<file path="config.mk">
export PLATFORM = sky130hd
export DESIGN_NAME = vol_sci_writer_flat
export DESIGN_NICKNAME = d
export VERILOG_FILES = /design/src/rtl/vol_sci_writer_pkg.sv /design/src/rtl/vol_sci_writer_if.sv /design/src/rtl/vol_sci_writer_sci_clk_div.sv /design/src/rtl/vol_sci_writer.sv /design/src/flat_wrapper.sv
export SDC_FILE = /design/constraint.sdc
export NUM_CORES = 1
export LEC_CHECK = 0
export BUFFER_PORTS_ARGS = -buffer_cell sky130_fd_sc_hd__buf_2
export CORE_UTILIZATION = 35
export DETAILED_ROUTE_END_ITERATION = 10
export SETUP_SLACK_MARGIN = 0.05
export SKIP_LAST_GASP = 1
export SLEW_MARGIN = 10
export SYNTH_ARGS = -nofsm -noshare
export SYNTH_HDL_FRONTEND = slang
export SYNTH_SLANG_ARGS = --single-unit
</file>
<file path="constraint.sdc">
create_clock -name CLK -period 1.66 [get_ports CLK]
set_input_delay 0.083 -clock CLK [delete_from_list [all_inputs] [get_ports CLK]]
set_output_delay 0.083 -clock CLK [all_outputs]
set_load 0.02 [all_outputs]
</file>
<file path="src/rtl/vol_sci_writer_pkg.sv">
// Shared constants and state type for the VS10xx SCI volume writer.
// Frame layout on the wire: opcode, register address, 16-bit data, MSB first.
package vol_sci_writer_pkg;

    localparam logic [7:0] SCI_WRITE_OP   = 8'h02;
    localparam logic [7:0] SCI_VOL_ADDR   = 8'h0B;
    localparam int         SCI_FRAME_BITS = 32;

    typedef enum logic [2:0] {
        IDLE,
        WAIT_DREQ,
        SETUP,
        SHIFT,
        HOLD,
        GAP
    } state_t;

    function automatic logic [31:0] sci_frame(input logic [7:0] addr, input logic [15:0] data);
        return {SCI_WRITE_OP, addr, data};
    endfunction

endpackage

</file>
<file path="src/rtl/vol_sci_writer_if.sv">
// Bundle between the volume stage, the SCI writer and the decoder pins.
// DREQ is the only flow control: a frame starts only on a cycle where the writer
// is waiting and DREQ=1; once started, a frame runs to completion regardless of DREQ.
interface vol_sci_writer_if;

    logic [15:0] VOL;
    logic        DREQ;
    logic        XCS;
    logic        SCLK;
    logic        SI;
    logic        BUSY;
    logic        DONE;

    modport master (
        input  VOL, DREQ,
        output XCS, SCLK, SI, BUSY, DONE
    );

    modport slave (
        output VOL, DREQ,
        input  XCS, SCLK, SI, BUSY, DONE
    );

endinterface

</file>
<file path="src/rtl/vol_sci_writer_sci_clk_div.sv">
// Half-period tick generator for SCLK: one-cycle tick every CLK_DIV enabled cycles.
// The count is held at zero while disabled, so every frame starts with a full phase.
module sci_clk_div #(
    parameter int CLK_DIV = 4
) (
    input  logic clk,
    input  logic rst,
    input  logic en,
    output logic tick
);

    localparam int             W    = $clog2(CLK_DIV) + 1;
    localparam logic [W-1:0]   LAST = W'(CLK_DIV - 1);

    logic [W-1:0] cnt;

    always_ff @(posedge clk) begin
        if (rst || !en) begin
            cnt <= '0;
        end else if (cnt == LAST) begin
            cnt <= '0;
        end else begin
            cnt <= cnt + W'(1);
        end
    end

    assign tick = en && (cnt == LAST);

endmodule

</file>
<file path="src/rtl/vol_sci_writer.sv">
// Watches VOL and writes every change to the decoder's SCI_VOL register as one
// 32-bit SCI frame; changes arriving mid-frame collapse into a single follow-up.
module vol_sci_writer
    import vol_sci_writer_pkg::*;
#(
    parameter int         CLK_DIV  = 4,
    parameter logic [7:0] SCI_ADDR = SCI_VOL_ADDR,
    parameter int         CS_GAP   = 8
) (
    input  logic              CLK,
    input  logic              RST,
    vol_sci_writer_if.master  sci,
    output state_t            dbg_state
);

    state_t      state, state_d;
    logic [31:0] shreg, shreg_d;
    logic [5:0]  bit_cnt, bit_cnt_d;
    logic [7:0]  gap_cnt, gap_cnt_d;
    logic        pending, pending_d;
    logic [15:0] last_vol, last_vol_d;
    logic        xcs, xcs_d;
    logic        sclk, sclk_d;
    logic        busy, busy_d;
    logic        done, done_d;
    logic        div_en, tick;

    assign div_en = (state == SETUP) || (state == SHIFT) || (state == HOLD);

    sci_clk_div #(.CLK_DIV(CLK_DIV)) u_div (
        .clk  (CLK),
        .rst  (RST),
        .en   (div_en),
        .tick (tick)
    );

    always_ff @(posedge CLK) begin
        if (RST) begin
            state    <= IDLE;
            shreg    <= '0;
            bit_cnt  <= '0;
            gap_cnt  <= '0;
            pending  <= 1'b1;
            last_vol <= '0;
            xcs      <= 1'b1;
            sclk     <= 1'b0;
            busy     <= 1'b0;
            done     <= 1'b0;
        end else begin
            state    <= state_d;
            shreg    <= shreg_d;
            bit_cnt  <= bit_cnt_d;
            gap_cnt  <= gap_cnt_d;
            pending  <= pending_d;
            last_vol <= last_vol_d;
            xcs      <= xcs_d;
            sclk     <= sclk_d;
            busy     <= busy_d;
            done     <= done_d;
        end
    end

    always_comb begin
        state_d    = state;
        shreg_d    = shreg;
        bit_cnt_d  = bit_cnt;
        gap_cnt_d  = gap_cnt;
        last_vol_d = last_vol;
        xcs_d      = xcs;
        sclk_d     = sclk;
        busy_d     = busy;
        done_d     = 1'b0;
        // Pending is only ever cleared by starting a frame, never by VOL matching again.
        pending_d  = pending || (sci.VOL != last_vol);

        case (state)
            IDLE: begin
                if (pending) begin
                    state_d = WAIT_DREQ;
                    busy_d  = 1'b1;
                end
            end
            WAIT_DREQ: begin
                if (sci.DREQ) begin
                    shreg_d    = sci_frame(SCI_ADDR, sci.VOL);
                    last_vol_d = sci.VOL;
                    pending_d  = 1'b0;
                    xcs_d      = 1'b0;
                    bit_cnt_d  = '0;
                    state_d    = SETUP;
                end
            end
            SETUP: begin
                if (tick) begin
                    sclk_d  = 1'b1;
                    state_d = SHIFT;
                end
            end
            SHIFT: begin
                // The low phase after the last bit still belongs to SHIFT; HOLD follows it.
                if (tick) begin
                    if (sclk) begin
                        sclk_d    = 1'b0;
                        shreg_d   = {shreg[30:0], 1'b0};
                        bit_cnt_d = bit_cnt + 6'd1;
                    end else if (bit_cnt == 6'(SCI_FRAME_BITS)) begin
                        state_d = HOLD;
                    end else begin
                        sclk_d = 1'b1;
                    end
                end
            end
            HOLD: begin
                if (tick) begin
                    xcs_d     = 1'b1;
                    done_d    = 1'b1;
                    gap_cnt_d = '0;
                    state_d   = GAP;
                end
            end
            GAP: begin
                if (gap_cnt == 8'(CS_GAP - 1)) begin
                    state_d = IDLE;
                    busy_d  = 1'b0;
                end else begin
                    gap_cnt_d = gap_cnt + 8'd1;
                end
            end
            default: state_d = IDLE;
        endcase
    end

    assign sci.XCS  = xcs;
    assign sci.SCLK = sclk;
    assign sci.SI   = shreg[31];
    assign sci.BUSY = busy;
    assign sci.DONE = done;
    assign dbg_state = state;

endmodule
</file>
<file path="src/flat_wrapper.sv">
// flat-port wrapper written by rule: the top's interface ports become plain ports
module vol_sci_writer_flat import vol_sci_writer_pkg::*;
#(
    parameter int         CLK_DIV  = 4,
    parameter logic [7:0] SCI_ADDR = SCI_VOL_ADDR,
    parameter int         CS_GAP   = 8
)
  (CLK, RST, dbg_state, sci_VOL, sci_DREQ, sci_XCS, sci_SCLK, sci_SI, sci_BUSY, sci_DONE);
  vol_sci_writer_if sci_i ();
  input  logic CLK;
  input  logic RST;
  output state_t dbg_state;
  input wire logic [$bits(sci_i.VOL)-1:0] sci_VOL;
  input wire logic [$bits(sci_i.DREQ)-1:0] sci_DREQ;
  output wire logic [$bits(sci_i.XCS)-1:0] sci_XCS;
  output wire logic [$bits(sci_i.SCLK)-1:0] sci_SCLK;
  output wire logic [$bits(sci_i.SI)-1:0] sci_SI;
  output wire logic [$bits(sci_i.BUSY)-1:0] sci_BUSY;
  output wire logic [$bits(sci_i.DONE)-1:0] sci_DONE;
  assign sci_i.VOL = sci_VOL;
  assign sci_i.DREQ = sci_DREQ;
  assign sci_XCS = sci_i.XCS;
  assign sci_SCLK = sci_i.SCLK;
  assign sci_SI = sci_i.SI;
  assign sci_BUSY = sci_i.BUSY;
  assign sci_DONE = sci_i.DONE;
  vol_sci_writer #(.CLK_DIV(CLK_DIV), .SCI_ADDR(SCI_ADDR), .CS_GAP(CS_GAP)) u_core (.CLK(CLK), .RST(RST), .sci(sci_i), .dbg_state(dbg_state));
endmodule
</file>
* Word-level counts from Yosys, hierarchy flattened
Index checks and enable logic that the tools add are counted.
Widths: inputs -> output; s select.
** Cells by class
- $add $sub $neg :: 3
- Multipliers :: 0
- Muxes and demuxes :: 33
- Equality and inequality tests :: 19
- Bitwise gates (word level) :: 1
- Shifts and indexed selects :: 0
- Reduce and logical (&&, ||, !) cells :: 21
- Divide/modulo/power cells :: 0
- $lt $le $gt $ge :: 0
** Operators by type and width (count)
- $mux 32 :: 3
- $pmux 32 s2 :: 1
- $mux 3 :: 8
- $mux 6 :: 3
- $pmux 3 s6 :: 1
- $mux 8 :: 2
- $ne 16x16->1 :: 1
- $pmux 8 s2 :: 1
- $ne 2x1->1 const B :: 6
- $pmux 6 s2 :: 1
- $reduce_and 3->1 :: 4
- $mux 1 :: 10
- $reduce_bool 2->1 :: 5
- $eq 3x2->1 const B :: 3
- $add 8x1->8 const B :: 1
- $eq 8x3->1 const B :: 1
- $ne 2x2->1 const B :: 4
- $reduce_and 8->1 :: 1
- $add 6x1->6 const B :: 1
- $eq 3x3->1 const B :: 2
- $eq 6x6->1 const B :: 1
- $pmux 1 s2 :: 3
- $logic_or 1x1->1 :: 4
- $reduce_and 4->1 :: 1
- other kinds (8) :: 9
** Storage, ports and cells
- Memories :: 0
- Memory bits (read-only) :: 0
- Register bits :: 73
- Output and inout bits :: 8
- RAM bits :: 0
- Word-level logic and storage cells :: 88
- Latch bits :: 0

* Depth between registers and ports, before layout
- Depth after elaboration :: 6
- Mapped depth :: 10
- Mapped depth without buffers :: 6

* Cells and area by module
Synthesis repeated with hierarchy kept, for this count alone.
** Unflattened totals
- Cells, all modules :: 387
- Area, all modules :: 3166.8 um2
** By module, submodules not included
- vol_sci_writer :: sequential area each 1401.3 um2, area each 3040.4 um2, instances 1, cells an instance 377
- sci_clk_div :: sequential area each 60.1 um2, area each 126.4 um2, instances 1, cells an instance 10

* Worst setup path before layout
No wires, ideal clock.
- Kind :: register -> register
- From :: register u_core.u_div.cnt[0]
- To :: register u_core.shreg[10]
- Setup time :: 0.088 ns
- Period minus slack after synthesis :: 1.817 ns
- Required time :: 1.572 ns
- Arrival :: 1.728 ns
- Stages on the path, launching flop included :: 10
- Buffers on the path :: 4
- Slack :: -0.157 ns
- Cell sequence :: dfxtp_1 ha_1 ha_1 buf_6 and3_1 buf_2 o21a_4 buf_6 buf_6 a311oi_2
** On the way
- Word-level cells in the longest chain between the ends :: 4
** RTL lines
- from (decl) :: line vol_sci_writer_sci_clk_div.sv:15 : logic [W-1:0] cnt;
- from (signal assigned) :: line vol_sci_writer_sci_clk_div.sv:23 : cnt <= cnt + W'(1);
- $eq 3x2->1 :: line vol_sci_writer_sci_clk_div.sv:27 : assign tick = en && (cnt == LAST);
- $logic_and 1x1->1 :: line vol_sci_writer_sci_clk_div.sv:27
- $ne 2x1->1 (no line)
- $reduce_and 4->1 (no line)
- to (signal assigned) :: line vol_sci_writer.sv:51 : shreg <= shreg_d;
- to (decl) :: line vol_sci_writer.sv:17 : logic [31:0] shreg, shreg_d;
Every way passes these cells.
A chain may end at the register's enable or synchronous reset.

* Worst setup path after layout
- From :: register u_core.u_div.cnt[0]
- To :: register u_core.shreg[9]
Same word-level chain as after synthesis.

==> impl_metrics.ini <==
[detailed_routing]
totalWireLength_um = 7230
num_vias = 2843
first_iter_violations = 85
dr.pass1.iters = 4
drc = 0
ant_nets = 0
wl_per_cell_um = 12.6
routed_via_density = 4.94

[synthesis]
post_synth_inst_count = 401
seq_area_frac_synth_pct = 43.8
syn_avg_cell_area_um2 = 8.31
synth_flop_cell = dfxtp_1
yosysTopAreaCell = dfxtp_1
async_reset_ff_share_pct = 0
syn_area_mm2 = 0.00333
syn_nets = 425
synth.distinct_cells = 42
yosysWarnings = 0
synth_edf_count = 0
yosys-top-cells-area = dfxtp_1, nand2_1, a21oi_1, xnor2_1, nor2_1
ys_ff_latch = 73
synth_top_area_share_pct = 43.8

[worst_setup_path]
critical_path_class = flop to flop
cp-end-kind = flop
worst_r2r_path_depth = 6
crit_path_start = u_core.u_div.cnt[0]$_SDFF_PP0_
crit_chain = ha_4 > ha_4 > and3_4 > o21a_4 > clkbuf_16 > a311oi_2
r2r-start = u_core.u_div.cnt[0]$_SDFF_PP0_
worst-path-max-fanout = 15
reg2reg_slack_ns = 0.1
required_ns = 1.91
worst_r2r_endpoint = u_core.shreg[9]$_SDFFE_PP0P_
path_delay_family = compound AO/OA/AOI/OAI gates
critPathBufInv = 1
cpPeakStageDelay_ns = 0.34
critPathLaunchType = flop
slowest_stage = dfxtp_2
path_common_cell = ha_4
crit_cells = 6
critPathArrivalTime_ns = 1.81

[timing]
hold_violations = 0
clock.fmax_ghz = 0.641
worstMarginPinSlew_ns = 0.377
rsz0062_at_grt = yes
finalSetupViolCount = 0
skew_ns = 0.00725
fin_ws_ns = 0.0988
fin_crit_sh_pct = 94.0
fin_crit_ns = 1.56
slew_violations = 0
hold_slack_ns = 0.0355
maxSlewHeadroom_pct = 74.8

[grt]
grt_max_degree = 34
grt_pass1_vias = 2729
grt.overflow.total = 0
gr-usage-all-layers_pct = 15.9
grt_first_pass_wirelength_um = 12500
antenna_found_initial = 0

[cts]
clkSinkCount = 73
clkLatencyLatePin_ns = 0.34
cts_tree = built
htreeDepth = 3
clockBufferDepth = 2
cts_root_buf = clkbuf_8
cts_buffers = 9
clkTransAtPathRegs_ns = 0.07

[power_and_ir_drop]
p_leak_uw = 0.00140
pwr-share-comb_pct = 16.9
ir_drop_v = 0.000470
power_frac_seq_pct = 51.9
power.total_uw = 3650
clock_power_share_pct = 31.2
switching_share_pct = 28.3
p_sw_uw = 1040
power_density_mw_per_mm2 = 904
p_int_uw = 2620

[floorplan]
num_io_pins = 27
rows = 35
core_mm2 = 0.00924
start_util_pct = 36.1
fp.dieW_um = 99.6
die-area_mm2 = 0.00992
die_h_um = 99.6

[placed_design]
place_ws_ns = 0.0395
io_buffers = 26
gp_congestion = 0.841
dp_hpwl_um = 4780

[cells_and_area]
n_antenna_cell = 0
layout_common_cells = nand2_1, dfxtp_1, nor2_1
layout-drive-gt1-share_pct = 19.9
layout_commonest_cell = nand2_1
area_growth_syn_to_layout_pct = 21.3
nets = 468

[status]
status = finished, final reports clean

[job]
max_cap_violations = 0

[hold_path]
hold_depth = 3
hold_end = u_core.last_vol[0]$_SDFFE_PP0P_
min_from = sci_VOL[0]
min-delay-path-class = primary input to flop
## cells by family (layout without fill, tap and decap cells)
| kind of cell | Yosys count | count (layout) | synth area share, % |
|---|---|---|---|
| AOI/OAI and AO/OA | 77 | 77 | 16.9 |
| xor gates and xnor gates | 25 | 25 | 6.57 |
| adders and majority gates | 5 | 5 | 1.88 |
| buffers and inverters | 34 | 80 | 5.29 |
| DFF | 73 | 73 | 43.8 |
| and+or+nand+nor | 187 | 187 | 25.5 |
## metrics by stage
| stage | utilization, % | TNS [ns] | cell area (um2) | std cells |
|---|---|---|---|---|
| after global routing | 43.8 | 0 | 4040 | 576 |
| after floorplan | - | -0.769 | 3380 | 401 |
| after CTS | 42.8 | 0 | 3960 | 574 |
| after detailed placement | 39.5 | 0 | 3650 | 545 |
| after global placement | 39.5 | 0 | 3650 | 545 |
| final | 43.8 | 0 | 4040 | 576 |
## routing by layer
layer  global-route usage (%)  wire length, um  up-vias
met3                     5.13              221        5
met2                     24.9             3220       39
met1                     20.4             3710     1333
met4                     5.66               86        0
li1                         -                -     1466
met5                        0                0        -
## area by class of cell
type                    count  area [um2]
fillers                   926        5200
multi-input cells         294        1770
flip-flops and latches     73        1470
repair buffers             59         465
well taps                 129         161
clock buffers              10         128
inverters                   7        26.3
clock inverters             4        22.5
## flip-flops by register name, summed over array words and instances, names as in the netlist
| register | flops |
|---|---|
| u_core.u_div.cnt | 3 |
| u_core.gap_cnt | 8 |
| u_core.pending | 1 |
| u_core.bit_cnt | 6 |
| u_core.dbg_state | 3 |
| u_core.sci.DONE | 1 |
| u_core.shreg | 32 |
| u_core.last_vol | 16 |
| u_core.sci.BUSY | 1 |
| u_core.sci.SCLK | 1 |
| u_core.sci.XCS | 1 |
## cell usage after synthesis (2+ instances only)
| master | number |
|---|---|
| or4_1 | 2 |
| nand2_1 | 78 |
| a311oi_2 | 9 |
| a21oi_1 | 39 |
| nor4_1 | 4 |
| clkbuf_1 | 8 |
| and3_1 | 3 |
| dfxtp_1 | 73 |
| nand2b_1 | 4 |
| xor2_1 | 5 |
| a311oi_1 | 7 |
| buf_4 | 3 |
| o31ai_1 | 3 |
| and2_1 | 3 |
| o211ai_1 | 4 |
| nand4_1 | 7 |
| buf_2 | 11 |
| xnor2_1 | 20 |
| nor3_1 | 15 |
| nor2b_1 | 3 |
| buf_6 | 3 |
| nand2_2 | 2 |
| o2111ai_1 | 2 |
| inv_1 | 7 |
| nor2_1 | 40 |
| nand3_1 | 21 |
| ha_1 | 5 |
| o21ai_0 | 6 |
## power groups by stage
stage          registers [uW]  clock network [uW]  logic [uW]
2_1_floorplan            1940                   0         396
6_report                 1900                1140         617
4_1_cts                  1890                1200         588
3_5_place_dp             1930                   0         561
3_3_place_gp             1930                   0         552
5_1_grt                  1910                1280         682
## worst max-delay path by stage
stage	end	slack, ns
2_1_floorplan	u_core.shreg[10]$_SDFFE_PP0P_	-0.07
3_3_place_gp	u_core.gap_cnt[2]$_SDFFE_PP0P_	0.09
3_5_place_dp	u_core.gap_cnt[3]$_SDFFE_PP0P_	0.04
4_1_cts	u_core.gap_cnt[3]$_SDFFE_PP0P_	0.06
5_1_grt	u_core.gap_cnt[5]$_SDFFE_PP0P_	0.02
6_report	u_core.shreg[9]$_SDFFE_PP0P_	0.1
## worst min-delay path: stages
cell and delay (ns):
buf_2 0.12, nand2_1 0.07, a21oi_1 0.06
## what timing repair did
| action | in CTS | in global routing |
|---|---|---|
| hold endpoints to repair | 15 | 0 |
| pin swaps | 0 | 2 |
| hold buffers | 15 | 0 |
| gates resized for setup | 3 | 11 |
| endpoints found under the setup margin | 4 | 17 |
| gates cloned | 0 | 1 |
| buffers inserted | 0 | 1 |
No activity file was read; power rests on OpenSTA's default activity.
